[src/rtl/mem_bus_arbiter.sv]
// Two-requester round-robin arbiter for the C2 memory bus.
// Each grant moves one line, split into BUS_SIZE-bit beats sent LSB beat first.
// A write sends its beats in the command phase. A read collects its beats after RESPONSE.
// A read or write that gets no RESPONSE within TIMEOUT cycles ends with an err pulse.
module mem_bus_arbiter #(
    parameter int ADDR_W    = 15,
    parameter int BUS_SIZE  = 16,
    parameter int LINE_BITS = 128,
    parameter int TIMEOUT   = 255
) (
    input  logic                   clk,
    input  logic                   reset,
    input  logic [1:0]             req_valid,
    input  logic [1:0]             req_write,
    input  logic [2*ADDR_W-1:0]    req_addr,
    input  logic [2*LINE_BITS-1:0] req_wdata,
    output logic [1:0]             done,
    output logic [1:0]             err,
    output logic [LINE_BITS-1:0]   rdata,
    output logic                   busy,
    output logic                   grant_id,
    output logic [1:0]             mem_cmd_out,
    input  logic [1:0]             mem_cmd_in,
    output logic [ADDR_W-1:0]      mem_addr,
    output logic [BUS_SIZE-1:0]    mem_data_out,
    output logic                   mem_data_oe,
    input  logic [BUS_SIZE-1:0]    mem_data_in
);

    localparam int BEATS  = LINE_BITS / BUS_SIZE;
    localparam int BEAT_W = $clog2(BEATS);
    localparam int TMO_W  = $clog2(TIMEOUT + 1);

    localparam logic [1:0] CMD_NOP      = 2'd0;
    localparam logic [1:0] CMD_RESPONSE = 2'd1;
    localparam logic [1:0] CMD_READ     = 2'd2;
    localparam logic [1:0] CMD_WRITE    = 2'd3;

    localparam logic [2:0] S_IDLE = 3'd0;
    localparam logic [2:0] S_CMD  = 3'd1;
    localparam logic [2:0] S_WAIT = 3'd2;
    localparam logic [2:0] S_RECV = 3'd3;
    localparam logic [2:0] S_DONE = 3'd4;
    localparam logic [2:0] S_ERR  = 3'd5;

    logic [2:0]           state_reg, state_next;
    logic [BEAT_W-1:0]    beat_reg;
    logic [TMO_W-1:0]     tmo_reg;
    logic                 write_reg;
    logic [ADDR_W-1:0]    addr_reg;
    logic [LINE_BITS-1:0] wdata_reg;
    logic [LINE_BITS-1:0] rbuf_reg;
    logic [LINE_BITS-1:0] rdata_reg;
    logic                 grant_reg;
    logic                 last_grant_reg;
    logic                 pick;
    logic                 resp_seen;
    logic                 last_beat;
    logic [BUS_SIZE-1:0]  wbeat [BEATS];

    // On a tie, grant the requester that was not granted last time. Otherwise grant the only one asking.
    assign pick      = (&req_valid) ? ~last_grant_reg : req_valid[1];
    assign resp_seen = (mem_cmd_in == CMD_RESPONSE);
    assign last_beat = (beat_reg == BEAT_W'(BEATS - 1));

    // Split the latched write line into beats. Beat k is bits [k*BUS_SIZE +: BUS_SIZE].
    genvar gi;
    generate
        for (gi = 0; gi < BEATS; gi++) begin : g_wbeat
            assign wbeat[gi] = wdata_reg[gi*BUS_SIZE +: BUS_SIZE];
        end
        for (gi = 0; gi < 2; gi++) begin : g_resp
            assign done[gi] = (state_reg == S_DONE) && (int'(grant_reg) == gi);
            assign err[gi]  = (state_reg == S_ERR)  && (int'(grant_reg) == gi);
        end
    endgenerate

    // Next-state logic for the transfer sequencer.
    always_comb begin
        state_next = state_reg;
        case (state_reg)
            S_IDLE: if (|req_valid) state_next = S_CMD;
            S_CMD:  if (!write_reg || last_beat) state_next = S_WAIT;
            S_WAIT: begin
                if (resp_seen)
                    state_next = write_reg ? S_DONE : S_RECV;
                else if (tmo_reg == TMO_W'(TIMEOUT - 1))
                    state_next = S_ERR;
            end
            S_RECV: if (last_beat) state_next = S_DONE;
            S_DONE: state_next = S_IDLE;
            S_ERR:  state_next = S_IDLE;
            default: state_next = S_IDLE;
        endcase
    end

    // State, grant bookkeeping, beat/timeout counters and read line assembly.
    always_ff @(posedge clk) begin
        if (!reset) begin
            state_reg      <= S_IDLE;
            beat_reg       <= '0;
            tmo_reg        <= '0;
            write_reg      <= 1'b0;
            addr_reg       <= '0;
            wdata_reg      <= '0;
            rbuf_reg       <= '0;
            rdata_reg      <= '0;
            grant_reg      <= 1'b0;
            last_grant_reg <= 1'b1;
        end else begin
            state_reg <= state_next;
            case (state_reg)
                S_IDLE: begin
                    if (|req_valid) begin
                        grant_reg      <= pick;
                        last_grant_reg <= pick;
                        write_reg      <= req_write[pick];
                        addr_reg       <= pick ? req_addr[2*ADDR_W-1:ADDR_W] : req_addr[ADDR_W-1:0];
                        wdata_reg      <= pick ? req_wdata[2*LINE_BITS-1:LINE_BITS]
                                               : req_wdata[LINE_BITS-1:0];
                        beat_reg       <= '0;
                    end
                end
                S_CMD: begin
                    // Write beats advance here. The counter wraps back to 0 after the last beat.
                    if (write_reg) beat_reg <= beat_reg + 1'b1;
                    tmo_reg <= '0;
                end
                S_WAIT: begin
                    if (resp_seen) begin
                        // A read's first data beat arrives together with RESPONSE.
                        rbuf_reg[BUS_SIZE-1:0] <= mem_data_in;
                        beat_reg               <= BEAT_W'(1);
                    end else begin
                        tmo_reg <= tmo_reg + 1'b1;
                    end
                end
                S_RECV: begin
                    rbuf_reg[int'(beat_reg)*BUS_SIZE +: BUS_SIZE] <= mem_data_in;
                    beat_reg <= beat_reg + 1'b1;
                    // Publish the whole line at once so rdata never shows a partial read.
                    if (last_beat)
                        rdata_reg <= {mem_data_in, rbuf_reg[LINE_BITS-BUS_SIZE-1:0]};
                end
                default: ;
            endcase
        end
    end

    assign busy         = (state_reg != S_IDLE);
    assign grant_id     = grant_reg;
    assign rdata        = rdata_reg;
    assign mem_cmd_out  = (state_reg == S_CMD) ? (write_reg ? CMD_WRITE : CMD_READ) : CMD_NOP;
    assign mem_addr     = (state_reg == S_CMD) ? addr_reg : '0;
    assign mem_data_oe  = (state_reg == S_CMD) && write_reg;
    assign mem_data_out = mem_data_oe ? wbeat[beat_reg] : '0;

endmodule

[config.mk]
export PLATFORM = sky130hd
export DESIGN_NAME = mem_bus_arbiter
export DESIGN_NICKNAME = d
export VERILOG_FILES = /design/src/rtl/mem_bus_arbiter.sv
export SDC_FILE = /design/constraint.sdc
export NUM_CORES = 1
export LEC_CHECK = 0
export BUFFER_PORTS_ARGS = -buffer_cell sky130_fd_sc_hd__buf_2
export CORE_MARGIN = 2
export CORE_UTILIZATION = 30
export DETAILED_ROUTE_END_ITERATION = 12
export GPL_TIMING_DRIVEN = 1
export HOLD_SLACK_MARGIN = 0.03
export MAX_ROUTING_LAYER = met4
export PLACE_DENSITY_LB_ADDON = 0.3
export SYNTH_ARGS = -nofsm -noshare
export SYNTH_HDL_FRONTEND = slang
export SYNTH_SLANG_ARGS = --single-unit
export TNS_END_PERCENT = 100
[constraint.sdc]
create_clock -name clk -period 2.9 [get_ports clk]
set_input_delay 0.29 -clock clk [delete_from_list [all_inputs] [get_ports clk]]
set_output_delay 0.29 -clock clk [all_outputs]
set_load 0.05 [all_outputs]
==> key figures <==
GRT
  • Grt ovf: 0
  • Total global-route track usage: 19.4%
  • Initial antenna violation count: 11
  • Pin count of the biggest net entering global routing: 108
  • First-pass GRT wire length: 86.3 mm
  • Vias in the first global route: 14760

Timing
  • Final worst path period share: 93.6%
  • RSZ-0062 raised after global routing: false
  • Slew Limit Headroom: 33.2%
  • Setup Skew: about 0.031 ns
  • Endpoints failing hold: 0
  • Final max-slew violation count: 0
  • Fin crit period: 2.72 ns
  • Measured slew at the worst slew-check pin: approximately 1 ns
  • Setup-failing EPs final: 0
  • Final TNS setup: 0 ns
  • Fmax: 368 MHz

Drt
  • Via count: around 15000
  • ANT nets after route: 0
  • Total Wirelength: 56.7 mm
  • DRC Markers: 0
  • Via density: 4.85
  • First DRT Iteration DRCs: 882
  • Pre-Repair DR Iteration Count: 5
  • Wire per inst: 18.3 um

Logic synthesis
  • Area contributors post-synth: dfxtp_1 47%, mux2i_1 12%, nand2_1 8.8%
  • Sequential share of the synthesized area: 47.1%
  • Async S/R FF share, synth: 0%
  • Post-synthesis cell count: 1916
  • Warnings from Yosys: 0
  • Yosys top cell area share: a little under half
  • Cell variety after synth: 48
  • Post-synth EDFFs: 0
  • Syn avg cell area: 8.87 um^2
  • Most common flop cell mapped by yosys: dfxtp_1
  • Yosys reg bits: 400
  • Synth Net Count: 2232
  • Synthesized area: about 17000 um^2
  • Largest area contributor in the netlist: dfxtp_1

Floorplanning
  • Initial Util: 30.3%
  • Die Footprint: about 59000 um^2
  • Die width: 242 um
  • Ports: 478
  • Core area: roughly 56000 um^2
  • Core Rows: 87
  • Die Y: 242 um

Clocking
  • Num Clock Sinks: 400
  • Worst-path clk slew: 0.06 ns
  • Clock H-tree levels: 2
  • Clock tree buffer depth: 3
  • Clock tree from TritonCTS: done
  • Total CTS buffers: 45
  • Worst-Skew Late Latency: around 0.59 ns
  • Clock tree root driver cell: clkbuf_16

Flow run
  • MaxCap Viol Count: 0

Placed design
  • # port buffers: 477
  • Post-DP HPWL: between 40 and 50 mm
  • Placer Congestion: 0.866

Critical path
  • WP data required: 2.61 ns
  • Critical Path Slowest Stage Cell: mux4_2
  • Critical path's top delay family: buffers and inverters
  • WP data arrival: 2.43 ns
  • CP max FO: 15
  • Bufs and invs on worst path: 3
  • Worst setup SP type: flip-flop
  • Type of the worst setup path: flip-flop to output port
  • Crit path cell chain: buf_16, buf_4, mux4_2, nand2_1, a21oi_1, buf_2
  • Setup crit end kind: output port
  • Worst path max stage delay: 0.51 ns

Worst hold path
  • Hold Crit Class: primary input to flip-flop

Final layout
  • Core Util, Final: 38.7%
  • # nets final: 2625
  • Layout fillers: 5765
  • Layout cells sized above 1: 27.5%
  • Layout area overhead: 27.8%

Pwr
  • Static leakage: 8.94 nW
  • Maximum VDD drop: 395 uV
  • Power density over the cells: 741 nW/um^2

Outcome
  • Outcome: finished clean
-- area by class of cell --
type	instances	area, um^2	share of cell area (%)
timing repair buffer	512	2900	13.4
clock inverter	25	310	1.43
tap	756	946	4.36
sequential	400	8010	36.9
inverter	11	48.8	0.225
multi-input combinational	1339	8250	38.0
antenna	5	12.5	0.0576
clock buffer	55	1230	5.68
-- power breakdown --
group | total, mW | leakage (nW) | internal [mW] | switching (mW)
Sequential | 6.45 | 3.26 | 6.09 | 0.356
Clock | 5.97 | 0.748 | 3.50 | 2.46
Combinational | 3.67 | 4.93 | 1.44 | 2.22
Total | 16.1 | 8.94 | 11.0 | 5.04
-- cells in the final DEF (no fill, tap or decap), drive strengths merged, types with 2 or more instances in the layout --
cell,n
buf,510
dfxtp,400
nand2,399
mux2i,209
a21oi,204
nor2,159
a211oi,146
nand3,84
clkbuf,55
mux4,32
o21ai,23
and2,16
inv,13
clkinv,12
or4,7
nor3,7
o31ai,6
ha,6
clkinvlp,6
diode,5
or3,5
bufinv,5
nand2b,4
nand4,4
nor2b,3
and3,3
a211o,2
o2111ai,2
o41ai,2
nand3b,2
nor3b,2
a31oi,2
-- logic make-up after synthesis --
family,count (synthesis),share of synthesized area (%)
AND/OR/NAND/NOR,699,17.2
adder cells (fa/ha/maj),6,0.442
AO/OA/AOI/OAI,393,14.1
buffers and inverters,177,4.55
flip-flops,400,47.1
multiplexers,241,16.6
-- repair_timing --
action / 4_1_cts / 5_1_grt
gates cloned: 1 / 0
endpoints found under the setup margin: 15 / 22
buffers inserted: 1 / 3
endpoints found under the hold margin: 1 / 0
hold buffers: 1 / 0
gates resized for setup: 2 / 2
-- cell usage after synthesis (2+ instances only) --
master and count:
a21oi_1 204, o21ai_0 23, o31ai_1 6, o2111ai_1 2, nor2b_1 3, nand4_1 3, buf_2 57, nand3b_1 2
nor3_1 5, buf_6 2, nand2b_1 4, inv_1 6, nor2_1 158, inv_2 4, a211oi_1 145, and2_1 16
mux2i_1 209, or4_1 7, and3_1 3, buf_1 8, clkbuf_1 93, nor3b_1 2, dfxtp_1 400, o41ai_1 2
a211o_1 2, buf_4 6, nand3_1 84, mux4_2 32, ha_1 6, a31oi_1 2, or3_1 5, nand2_1 399
-- through the flow --
stage	setup WS [ns]	area [um^2]	total power, mW	hold WS (ns)	cells
after CTS	0.0156	21700	16.2	0.0302	3095
after global placement	0.299	20100	10.1	0.440	3012
after floorplan	0.367	17000	9.05	0.426	1916
after global routing	0.0936	21700	16.9	0.0444	3103
after detailed placement	0.161	20100	10.2	0.443	3012
final	0.184	21700	16.1	0.0586	3103
-- worst paths after layout --
path                       start              end  slack (ns)  cells past startpoint
setup / recovery     beat_reg[0]  mem_data_out[2]        0.18                      6
hold / removal    req_wdata[105]   wdata_reg[105]        0.06                      3
setup reg to reg     beat_reg[0]     rbuf_reg[32]        0.35                      7
hold reg to reg    rbuf_reg[111]       rdata[111]        0.45                      2
-- worst register-to-register path: stages, from the launching register on --
cell and delay, ns:
dfxtp_4 0.40, buf_4 0.18, inv_2 0.08, ha_1 0.21
ha_1 0.37, nand4_2 0.16, or3_1 0.75, mux2i_1 0.26
-- routing by layer --
metal / wire length [um] / track usage [%] / up-vias
li1: - / - / 7495
met1: 23600 / 23.0 / 7020
met2: 28600 / 33.8 / 461
met3: 3070 / 3.43 / 89
met4: 1400 / 4.94 / 0
met5: 0 / - / -
Note: power is estimated with default switching activity, not from simulation.
